[config.mk]
export PLATFORM = sky130hd
export DESIGN_NAME = instr_encoder
export DESIGN_NICKNAME = d
export VERILOG_FILES = /design/src/rtl/instr_encoder.sv
export SDC_FILE = /design/constraint.sdc
export NUM_CORES = 1
export LEC_CHECK = 0
export CAP_MARGIN = 20
export CORE_ASPECT_RATIO = 1.5
export CORE_MARGIN = 4
export CORE_UTILIZATION = 40
export DETAILED_ROUTE_END_ITERATION = 12
export GPL_ROUTABILITY_DRIVEN = 0
export PLACE_DENSITY = 0.79
export SLEW_MARGIN = 10
export SYNTH_ARGS = -nofsm -noshare
export SYNTH_HDL_FRONTEND = slang
export SYNTH_SLANG_ARGS = --single-unit
export TNS_END_PERCENT = 20
[constraint.sdc]
create_clock -name clk -period 1.65 [get_ports clk]
set_input_delay 0.33 -clock clk [delete_from_list [all_inputs] [get_ports clk]]
set_output_delay 0.33 -clock clk [all_outputs]
set_load 0.05 [all_outputs]
[src/rtl/instr_encoder.sv]
// Instruction encoder: accepts decoded MIPS-style instruction fields, packs
// them into a 32-bit word and writes that word to sequential instruction-memory
// addresses. It accepts one instruction every two cycles. It stops in DONE
// after the instruction flagged 'last' and stops in FULL when address 255 has
// been written without 'last'.
module instr_encoder (
  input  logic        clk,
  input  logic        reset,
  input  logic        inValid,
  output logic        inReady,
  input  logic [1:0]  instType,
  input  logic [4:0]  rs,
  input  logic [4:0]  rt,
  input  logic [4:0]  rd,
  input  logic [4:0]  shamt,
  input  logic [5:0]  funct,
  input  logic [15:0] imm,
  input  logic        last,
  input  logic        restart,
  output logic        memWriteEn,
  output logic [7:0]  memAddr,
  output logic [31:0] memData,
  output logic [8:0]  count,
  output logic        done,
  output logic        full
);

  typedef enum logic [1:0] {
    IDLE  = 2'd0,
    WRITE = 2'd1,
    DONE  = 2'd2,
    FULL  = 2'd3
  } state_t;

  state_t state_r;
  state_t nextState_s;
  logic   accept_s;
  logic   last_r;
  logic   lastAddr_s;

  // Map the 2-bit instruction type onto the 6-bit opcode field.
  function automatic logic [5:0] opcodeOf(input logic [1:0] t);
    logic [5:0] op;
    case (t)
      2'b00:   op = 6'b000000; // R-type
      2'b01:   op = 6'b100011; // lw
      2'b10:   op = 6'b101011; // sw
      2'b11:   op = 6'b000100; // beq
      default: op = 6'b000000;
    endcase
    return op;
  endfunction

  // Pack the fields into an instruction word; I-type ignores rd/shamt/funct.
  function automatic logic [31:0] encodeInstr(
    input logic [1:0]  t,
    input logic [4:0]  fRs,
    input logic [4:0]  fRt,
    input logic [4:0]  fRd,
    input logic [4:0]  fShamt,
    input logic [5:0]  fFunct,
    input logic [15:0] fImm
  );
    logic [31:0] word;
    if (t == 2'b00) begin
      word = {opcodeOf(t), fRs, fRt, fRd, fShamt, fFunct};
    end else begin
      word = {opcodeOf(t), fRs, fRt, fImm};
    end
    return word;
  endfunction

  // Restart wins over a coincident accept, so the accept is dropped.
  assign accept_s   = (state_r == IDLE) && inValid && inReady && !restart;
  assign lastAddr_s = (memAddr == 8'd255);

  // Next-state logic; restart overrides every transition.
  always_comb begin
    nextState_s = state_r;
    case (state_r)
      IDLE: begin
        if (accept_s) begin
          nextState_s = WRITE;
        end else begin
          nextState_s = IDLE;
        end
      end
      WRITE: begin
        // 'last' takes precedence, so a final write at 255 ends in DONE.
        if (last_r) begin
          nextState_s = DONE;
        end else if (lastAddr_s) begin
          nextState_s = FULL;
        end else begin
          nextState_s = IDLE;
        end
      end
      DONE:    nextState_s = DONE;
      FULL:    nextState_s = FULL;
      default: nextState_s = IDLE;
    endcase
    if (restart) begin
      nextState_s = IDLE;
    end else begin
      nextState_s = nextState_s;
    end
  end

  // State register and registered outputs; reset dominates restart.
  always_ff @(posedge clk) begin
    if (reset) begin
      state_r    <= IDLE;
      inReady    <= 1'b1;
      memWriteEn <= 1'b0;
      memData    <= 32'd0;
      memAddr    <= 8'd0;
      count      <= 9'd0;
      done       <= 1'b0;
      full       <= 1'b0;
      last_r     <= 1'b0;
    end else begin
      state_r    <= nextState_s;
      inReady    <= (nextState_s == IDLE);
      memWriteEn <= accept_s;
      // The word is captured only at accept and is zero outside the write cycle.
      memData    <= accept_s ? encodeInstr(instType, rs, rt, rd, shamt, funct, imm) : 32'd0;
      last_r     <= accept_s ? last : last_r;
      if (restart) begin
        // A write already in flight this cycle completes before the clear.
        memAddr <= 8'd0;
        count   <= 9'd0;
        done    <= 1'b0;
        full    <= 1'b0;
      end else if (state_r == WRITE) begin
        count   <= count + 9'd1;
        // Address saturates at 255; FULL stops further writes.
        memAddr <= lastAddr_s ? memAddr : memAddr + 8'd1;
        done    <= last_r;
        full    <= !last_r && lastAddr_s;
      end else begin
        memAddr <= memAddr;
        count   <= count;
        done    <= done;
        full    <= full;
      end
    end
  end

endmodule

# [Word level (Yosys, flattened, before mapping)]
# Index checks and enable logic that the tools add are counted.
[classes] reduce_logical=13 n_addsub=2 eq_ne=7 bitwise=2 mux=7
[op_table] cell="$pmux 6 s3" count=1
[op_table] cell="$mux 16" count=1
[op_table] cell="$add 9x1->9 const B" count=1
[op_table] cell="$add 8x1->8 const B" count=1
[op_table] cell="$eq 2x2->1 const B" count=4
[op_table] cell="$eq 8x8->1 const B" count=1
[op_table] cell="$pmux 2 s4" count=1
[op_table] cell="$logic_not 2->1" count=3
[op_table] cell="$mux 2" count=3
[op_table] cell="$eq 2x1->1 const B" count=2
[op_table] cell="$logic_and 1x1->1" count=4
[op_table] cell="$reduce_or 2->1" count=2
[op_table] cell="$reduce_or 3->1" count=1
[op_table] cell="$logic_not 1->1" count=2
[op_table] cell="$not 1->1" count=2
[op_table] cell="$reduce_and 2->1" count=1
[op_table] cell="$mux 1" count=1
[word_totals] output_inout_bits=53 ff_bits=56

# [Logic depth before layout (Yosys ltp)]
# Gate-level depths: netlist (run 1).
[logic_depth] ltp_word=8 depth_mapped=6 mapped_depth_nobuf=4

# [Least setup slack after synthesis (run 1)]
# Ideal clock, no wire load.
[synth_path] path_type="flip-flop to flip-flop" from="register memAddr[0]" to="register inReady" setup_slack_ns=-0.241 path_stages_with_launch=6 arrival_time_ns=1.764 path_cell_list="dfxtp_1 > ha_1 > and4_1 > clkbuf_2 > a2111oi_0 > or3_1"
[synth_between] elab_chain_cells=6
[synth_rtl] element="from (decl)" line="21" source="output logic [7:0] memAddr,"
[synth_rtl] element="from (signal assigned)" line="137" source="memAddr <= lastAddr_s ? memAddr : memAddr + 8'd1;"
[synth_rtl] element="from (signal assigned)" line="141" source="memAddr <= memAddr;"
[synth_rtl] element="$eq 8x8->1" line="75" source="assign lastAddr_s = (memAddr == 8'd255);"
[synth_rtl] element="$mux 2" line="92" source="end else if (lastAddr_s) begin"
[synth_rtl] element="$mux 2" line="90" source="if (last_r) begin"
[synth_rtl] element="$pmux 2 s4" line="80" source="case (state_r)"
[synth_rtl] element="$mux 2" line="102" source="if (restart) begin"
[synth_rtl] element="$logic_not 2->1" line="123" source="inReady <= (nextState_s == IDLE);"
[synth_rtl] element="to (signal assigned)" line="123"
[synth_rtl] element="to (decl)" line="10" source="output logic inReady,"
# No other way between the ends.
# A chain may end at the register's enable or synchronous reset.

# [Final worst setup path (run 1)]
[layout_path] from="input port restart" to="register memData[3]"
[layout_between] elab_chain_cells=4
[layout_rtl] element="from (decl)" line="19" source="input logic restart,"
[layout_rtl] element="$logic_not 1->1" line="74" source="assign accept_s = (state_r == IDLE) && inValid && inReady && !restart;"
[layout_rtl] element="$logic_and 1x1->1" line="74"
[layout_rtl] element="$not 1->1 (no line)"
[layout_rtl] element="$reduce_or 2->1 (no line)"
[layout_rtl] element="to (signal assigned)" line="126" source="memData <= accept_s ? encodeInstr(instType, rs, rt, rd, shamt, funct, imm) : 32'd0;"
[layout_rtl] element="to (decl)" line="22" source="output logic [31:0] memData,"
# No other way between the ends.

==> out/results.tsv, run 1 <==
stage	metric	value	unit
synthesis	synthesized area	2150	um2
clock_tree	Sink Count	53	
synthesis	FF+latch count, synth	53	
worst_setup_path	Setup crit start kind	input pin	
clock_tree	H-tree Lvls	2	
drt	total wire length	5560	um
final_layout	Area growth, synth to finish	57.9	%
power_and_ir_drop	Sw Share	0.247	
synthesis	Area contributors post-synth	dfxtp_1 49%, nand2_1 7.7%, a21oi_1 3.7%, a21oi_2 3.7%, and2_1 2.9%	
min_path	worst hold path depth	2	
synthesis	Synth Warn #	0	
worst_setup_path	FF-to-FF setup slack	0.08	ns
timing	min Tclk post-route	1.59	ns
worst_setup_path	Data arrival, critical path	1.83	ns
grt	vias in the first global route	2004	
status	status	complete, no violations	
clock_tree	PostCTS Resize Cnt	0	
timing	PnR worst setup slack	0.0567	ns
floorplanning	CORE AREA	5160	um2
placed_design	DP Area	3270	um2
drt	routed wl met2	2940	um
drt	Vias	2034	
synthesis	EDFF count, synth	0	
grt	antenna violations before repair	0	
power_and_ir_drop	Worst VDD drop	0.000508	V
drt	M1 wire length	2030	um
grt	GR Overflow Total	0	
min_path	hold path endpoint	done	
drt	DR iter-0 viols	80	
clock_tree	clock root buffer	clkbuf_8	
synthesis	Mean Syn Cell Area	9.30	um2
placed_design	port buffer count	100	
worst_setup_path	FF-to-FF path depth	4	
power_and_ir_drop	Comb power frac	0.138	
drt	met3 wire len	477	um
timing	final hold vios	0	
clock_tree	CTS max path bufs	2	
placed_design	placed cell count	400	
clock_tree	Post-CTS Setup Bufs	0	
worst_setup_path	Worst setup startpoint	restart	
timing	setup_tns	0	ns
floorplanning	Die H	97.8	um
timing	endpoints failing setup	0	
power_and_ir_drop	sequential share of power	0.509	
power_and_ir_drop	clock power share	0.353	
synthesis	Post-synth top flop	dfxtp_1	
worst_setup_path	Worst path max stage delay	0.51	ns
clock_tree	Clock Latency Late Sink	0.31	ns
floorplanning	Rows	32	
worst_setup_path	worst r2r dst	count[7]	
worst_setup_path	crit end category	flip-flop	
grt	largest net degree at the start of global routing	19	
min_path	min-delay worst type	reg2reg	
drt	Avg WL per Cell	13.6	um
synthesis	Yosys top cell area share	0.494	
worst_setup_path	Worst Path Required	1.89	ns
drt	DRC Markers	0	
timing	Final Skew	0.0116	ns
power_and_ir_drop	P_sw	636	uW
final_layout	design area	3390	um2
drt	post-route ant nets	0	
worst_setup_path	critical path class	in2reg	
worst_setup_path	Slowest-stage cell, CP	clkdlybuf4s50_1	
synthesis	Synth area leader	dfxtp_1	
synthesis	ys async rst share	0	
timing	Tcrit/Tclk final	0.966	
synthesis	Cells after Synth	231	
synthesis	syn_nets	282	
final_layout	final-layout fill cell count	432	
job	MaxCap Viol Count	0	
clock_tree	hold_buf cts	0	
placed_design	post-DP HPWL	4460	um
grt	Total GRT Usage	0.172	
worst_setup_path	CP Max Fanout	17	
placed_design	Place WS	-0.296	ns
worst_setup_path	critical path, cell by cell	clkdlybuf4s50_1 -> nand4bb_1 -> or3_4 -> buf_12 -> a21oi_1	
min_path	HP Start	done	
synthesis	Seq/Total Area, Yosys	0.494	
floorplanning	die area	6630	um2
synthesis	post-synthesis cell type count	50	
drt	Top Metal Used	met4	
timing	count of pins over their slew limit	0	
power_and_ir_drop	total power	2580	uW
timing	RSZ-0062 raised after global routing	true	
final_layout	layout cells sized above 1	0.285	
final_layout	Finished Layout Cells	408	
timing	FMAX	628	MHz
power_and_ir_drop	PwrDens	759	nW/um2
clock_tree	total CTS buffers	5	
floorplanning	# IOs	102	
final_layout	Ant. Diodes	0	
power_and_ir_drop	Static Leakage	0.00146	uW
final_layout	fin nets	390	
clock_tree	Reg clk slew, reported paths	0.10	ns
grt	first-pass GRT wire length	8870	um
drt	Vias/cell	4.99	
floorplanning	chip width	67.8	um
drt	DR pass1 iterations	4	
clock_tree	CTS tree	yes	
floorplanning	starting density of the core	0.416	
worst_setup_path	worst r2r src	state_r[0]	
power_and_ir_drop	Pint	1940	uW
==> layout by cell type, fill, tap and decap left out, types with 4 or more instances in the layout <==
master / n
nand2_1: 44
inv_1: 6
nor2_1: 7
a21oi_2: 9
clkbuf_8: 5
dfxtp_1: 49
clkdlybuf4s50_1: 48
o21ai_0: 6
a21oi_1: 16
and2_1: 10
buf_4: 57
nor3_1: 4
dfxtp_2: 4
or3_1: 6
buf_12: 11
nand3_1: 5
==> layer usage <==
metal,vias to the layer above,GRT usage
met4,0,0.0658
met1,918,0.169
met5,-,0
met3,11,0.0587
li1,1018,-
met2,87,0.317
==> worst max-delay path, delay by kind of cell <==
kind	cells	cell delay [ns]
AO/OA/AOI/OAI	1	0.14
buffers and inverters	2	0.68
AND/OR/NAND/NOR	2	0.67
==> how the worst max path moves through the flow <==
stage / endpoint / slack (ns) / depth (start not counted)
global placement: inReady / -0.26 / 4
floorplan: inReady / -0.03 / 5
global route: count[5] / -0.04 / 4
finish: memData[3] / 0.06 / 5
detailed placement: inReady / -0.30 / 4
CTS: inReady / 0.02 / 4
==> registers in the layout, indices dropped and copies added (netlist names) <==
signal      cells
full            1
last_r          1
memWriteEn      1
count           9
memAddr         8
state_r         2
inReady         1
done            1
memData        29
==> layout make-up <==
class	instances	area (um2)	share of cell area
repair buffers	116	1130	0.333
flip-flops and latches	53	1070	0.314
multi-input cells	156	968	0.285
well taps	68	85.1	0.0251
clock buffers	5	68.8	0.0203
clock inverters	3	47.5	0.0140
inverters	7	28.8	0.00848
==> stage by stage <==
step	hold WS, ns	util
6_report	0.464	0.657
5_1_grt	0.492	0.657
3_5_place_dp	0.453	0.632
4_1_cts	0.467	0.655
2_1_floorplan	0.399	-
3_3_place_gp	0.446	0.632
==> power groups by stage <==
| stage | Sequential [uW] | Combinational, uW | Clock [uW] |
|---|---|---|---|
| after CTS | 1310 | 356 | 939 |
| after detailed placement | 1340 | 355 | 0 |
| final | 1310 | 356 | 910 |
| after global routing | 1310 | 379 | 991 |
| after floorplan | 1410 | 101 | 0 |
| after global placement | 1340 | 352 | 0 |
==> logic make-up (layout without fill, tap and decap cells) <==
logic type,after synthesis,after routing,synth area share
buf+inv,22,131,0.0606
simple gates,100,100,0.257
mux,2,2,0.00932
compound gates,48,48,0.154
xor+xnor,3,3,0.0122
fa+ha+maj,2,2,0.0116
other cells,1,1,0.00175
flops,53,53,0.494
==> cells in the mapped netlist, types with 2 or more instances <==
cell and n:
dfxtp_1 53, nand2_1 44, a21oi_1 16, and2_1 10, a21oi_2 9, nor2_1 7, or3_1 7, inv_1 6
o21ai_0 6, clkbuf_1 5, nand3_1 5, buf_4 4, nor3_1 4, a2111oi_0 2, a31oi_1 2, and3_1 2
buf_2 2, buf_6 2, ha_1 2, mux2i_1 2, nand3b_1 2, nand4_1 2, nand4b_4 2, nor3b_1 2
o211a_1 2, o311ai_0 2, o31ai_1 2, o41ai_1 2, or2_2 2, or4_1 2, xnor2_1 2
No activity file was read; power rests on OpenSTA's default activity.
==> run 2, diff against run 1 <==
--- a/config.mk
+++ b/config.mk
@@ -8,10 +8,12 @@
 export CAP_MARGIN = 20
 export CORE_ASPECT_RATIO = 1.5
 export CORE_MARGIN = 4
-export CORE_UTILIZATION = 40
+export CORE_UTILIZATION = 42
+export CTS_BUF_LIST = sky130_fd_sc_hd__clkbuf_4 sky130_fd_sc_hd__clkbuf_8
 export DETAILED_ROUTE_END_ITERATION = 12
 export GPL_ROUTABILITY_DRIVEN = 0
-export PLACE_DENSITY = 0.79
+export PLACE_DENSITY = 0.82
+export SKIP_LAST_GASP = 1
 export SLEW_MARGIN = 10
 export SYNTH_ARGS = -nofsm -noshare
 export SYNTH_HDL_FRONTEND = slang
==> run 2 against run 1 <==
Setup slack got worse by 0.0099 ns. Total power fell by 6.2%. Routed wire length shrank 0.27%. Largest power group unchanged. Worst hold slack gained 0.016 ns. Final area shrank 0.29%. Via count grew 0.74%. Sequential share of layout area up 0.093 points. Critical path depth up 1. Fmax fell by 0.62%. Die area fell by 4.3%.
==> out/results.tsv, run 2 (same netlist as run 1, synthesis figures left out) <==
stage	metric	value	unit
status	status	complete, no violations	
timing	Tcrit/Tclk final	0.972	
floorplanning	Die H	95.6	um
timing	WHS	0.480	ns
grt	Total GRT Usage	0.171	
power_and_ir_drop	Static Leakage	0.00146	uW
drt	Vias/cell	5.01	
timing	RSZ-0062 raised after global routing	true	
final_layout	Area growth, synth to finish	57.5	%
final_layout	layout cells sized above 1	0.286	
timing	Final Skew	0.00569	ns
drt	DRC Markers	0	
worst_setup_path	crit end category	flip-flop	
placed_design	Place WS	-0.256	ns
power_and_ir_drop	Worst VDD drop	0.000501	V
final_layout	Top reg by flops	memData	
drt	total wire length	5540	um
final_layout	Finished Layout Cells	409	
worst_setup_path	Setup crit start kind	input pin	
drt	DR pass1 iterations	4	
grt	antenna violations before repair	0	
clock_tree	H-tree Lvls	2	
power_and_ir_drop	Sw Share	0.247	
power_and_ir_drop	PwrDens	714	nW/um2
worst_setup_path	Worst path max stage delay	0.45	ns
worst_setup_path	critical path, cell by cell	clkdlybuf4s50_1 -> nand4bb_1 -> or3_1 -> buf_12 -> inv_4 -> and3_1	
placed_design	placed cell count	401	
clock_tree	total CTS buffers	5	
clock_tree	CTS max path bufs	2	
final_layout	most common cell after layout, fill and taps aside	buf_4	
drt	DR iter-0 viols	121	
timing	FMAX	624	MHz
power_and_ir_drop	Comb power frac	0.147	
timing	final hold vios	0	
placed_design	post-DP HPWL	4510	um
power_and_ir_drop	total power	2420	uW
drt	Avg WL per Cell	13.5	um
floorplanning	starting density of the core	0.440	
placed_design	DP Area	3290	um2
worst_setup_path	Bufs and invs on worst path	3	
job	MaxCap Viol Count	0	
floorplanning	# IOs	102	
clock_tree	Post-CTS Setup Bufs	0	
placed_design	port buffer count	100	
drt	post-route ant nets	0	
min_path	min-delay worst type	reg2reg	
drt	Vias	2049	
power_and_ir_drop	sequential share of power	0.542	
timing	count of pins over their slew limit	0	
worst_setup_path	CP Max Fanout	19	
clock_tree	Reg clk slew, reported paths	0.09	ns
grt	largest net degree at the start of global routing	20	
timing	endpoints failing setup	0	
grt	GR Overflow Total	0	
final_layout	Largest regs	memData (29), count (9), memAddr (8)	
final_layout	design area	3380	um2
final_layout	most frequent cells in the layout	60 x buf_4, 49 x dfxtp_1, 48 x clkdlybuf4s50_1, 44 x nand2_1, 16 x a21oi_1	
worst_setup_path	Slowest-stage cell, CP	clkdlybuf4s50_1	
grt	first-pass GRT wire length	8470	um
power_and_ir_drop	P_sw	598	uW
timing	PnR worst setup slack	0.0467	ns
worst_setup_path	critical path class	in2reg	
timing	min Tclk post-route	1.60	ns
floorplanning	CORE AREA	4890	um2
floorplanning	die area	6350	um2
final_layout	fin nets	393	
floorplanning	Rows	31	
final_layout	Ant. Diodes	0	
clock_tree	CTS tree	yes	
floorplanning	chip width	66.4	um
worst_setup_path	Worst Path Required	1.90	ns
clock_tree	Clock Latency Late Sink	0.30	ns
final_layout	max reg flops	29	
worst_setup_path	crit-path leading delay family	simple AND/OR/NAND/NOR gates	
grt	vias in the first global route	2036	
worst_setup_path	Data arrival, critical path	1.85	ns
clock_tree	Sink Count	53	
power_and_ir_drop	clock power share	0.311	
power_and_ir_drop	Pint	1820	uW
clock_tree	clock root buffer	clkbuf_8	
-- run 2: cell types whose count changed in the layout (fill, tap and decap cells not counted), sizes merged --
cell / before / now
bufinv: 1 / 0
clkbuf: 5 / 6
inv: 9 / 7
clkinv: 0 / 2
buf: 68 / 71
-- run 2: layout make-up --
class	instances	area [um2]
clock buffer	6	82.6
timing repair buffer	119	1150
fill	416	1500
tap	66	82.6
sequential	53	1070
inverter	7	28.8
multi-input combinational	156	958
clock inverter	2	13.8
-- run 2: through the flow --
stage	utilization	TNS (ns)
global route	0.692	-0.0622
floorplan	-	-0.0408
global placement	0.672	-4.29
finish	0.692	0
detailed placement	0.672	-4.76
CTS	0.692	0
-- run 2: path summary, 6_finish.rpt --
path,start,end,slack [ns],cells after the start
worst max-delay path,restart,memData[28],0.05,6
worst min-delay path,done,done,0.48,2
worst max register to register,memAddr[0],memAddr[3],0.06,4
worst min register to register,done,done,0.48,2
-- run 2: power groups by stage --
stage | logic, uW | clock network [uW] | registers (uW)
after floorplan | 101 | 0 | 1410
after global placement | 353 | 0 | 1340
after detailed placement | 357 | 0 | 1340
after CTS | 358 | 768 | 1310
after global routing | 376 | 803 | 1310
final | 354 | 752 | 1310
-- run 2: what timing repair did --
action / 4_1_cts / 5_1_grt
hold buffers: 0 / 0
resized for setup: 1 / 0
setup endpoints to repair: 1 / 2
-- run 2: metal layers --
metal  global-route usage  part of all wire  vias up  routed length (um)
li1                     -                 -     1018                   -
met1                0.143              0.33      939                1840
met2                0.341              0.55       82                3020
met3               0.0802              0.11       10                 592
met4               0.0542             0.015        0                  85
met5                    0                 0        -                   0
-- run 2: tightest hold or removal path, cell delays in order (launching register included) --
cell and delay, ns:
dfxtp_1 0.33, nand2_1 0.05, a21oi_1 0.06
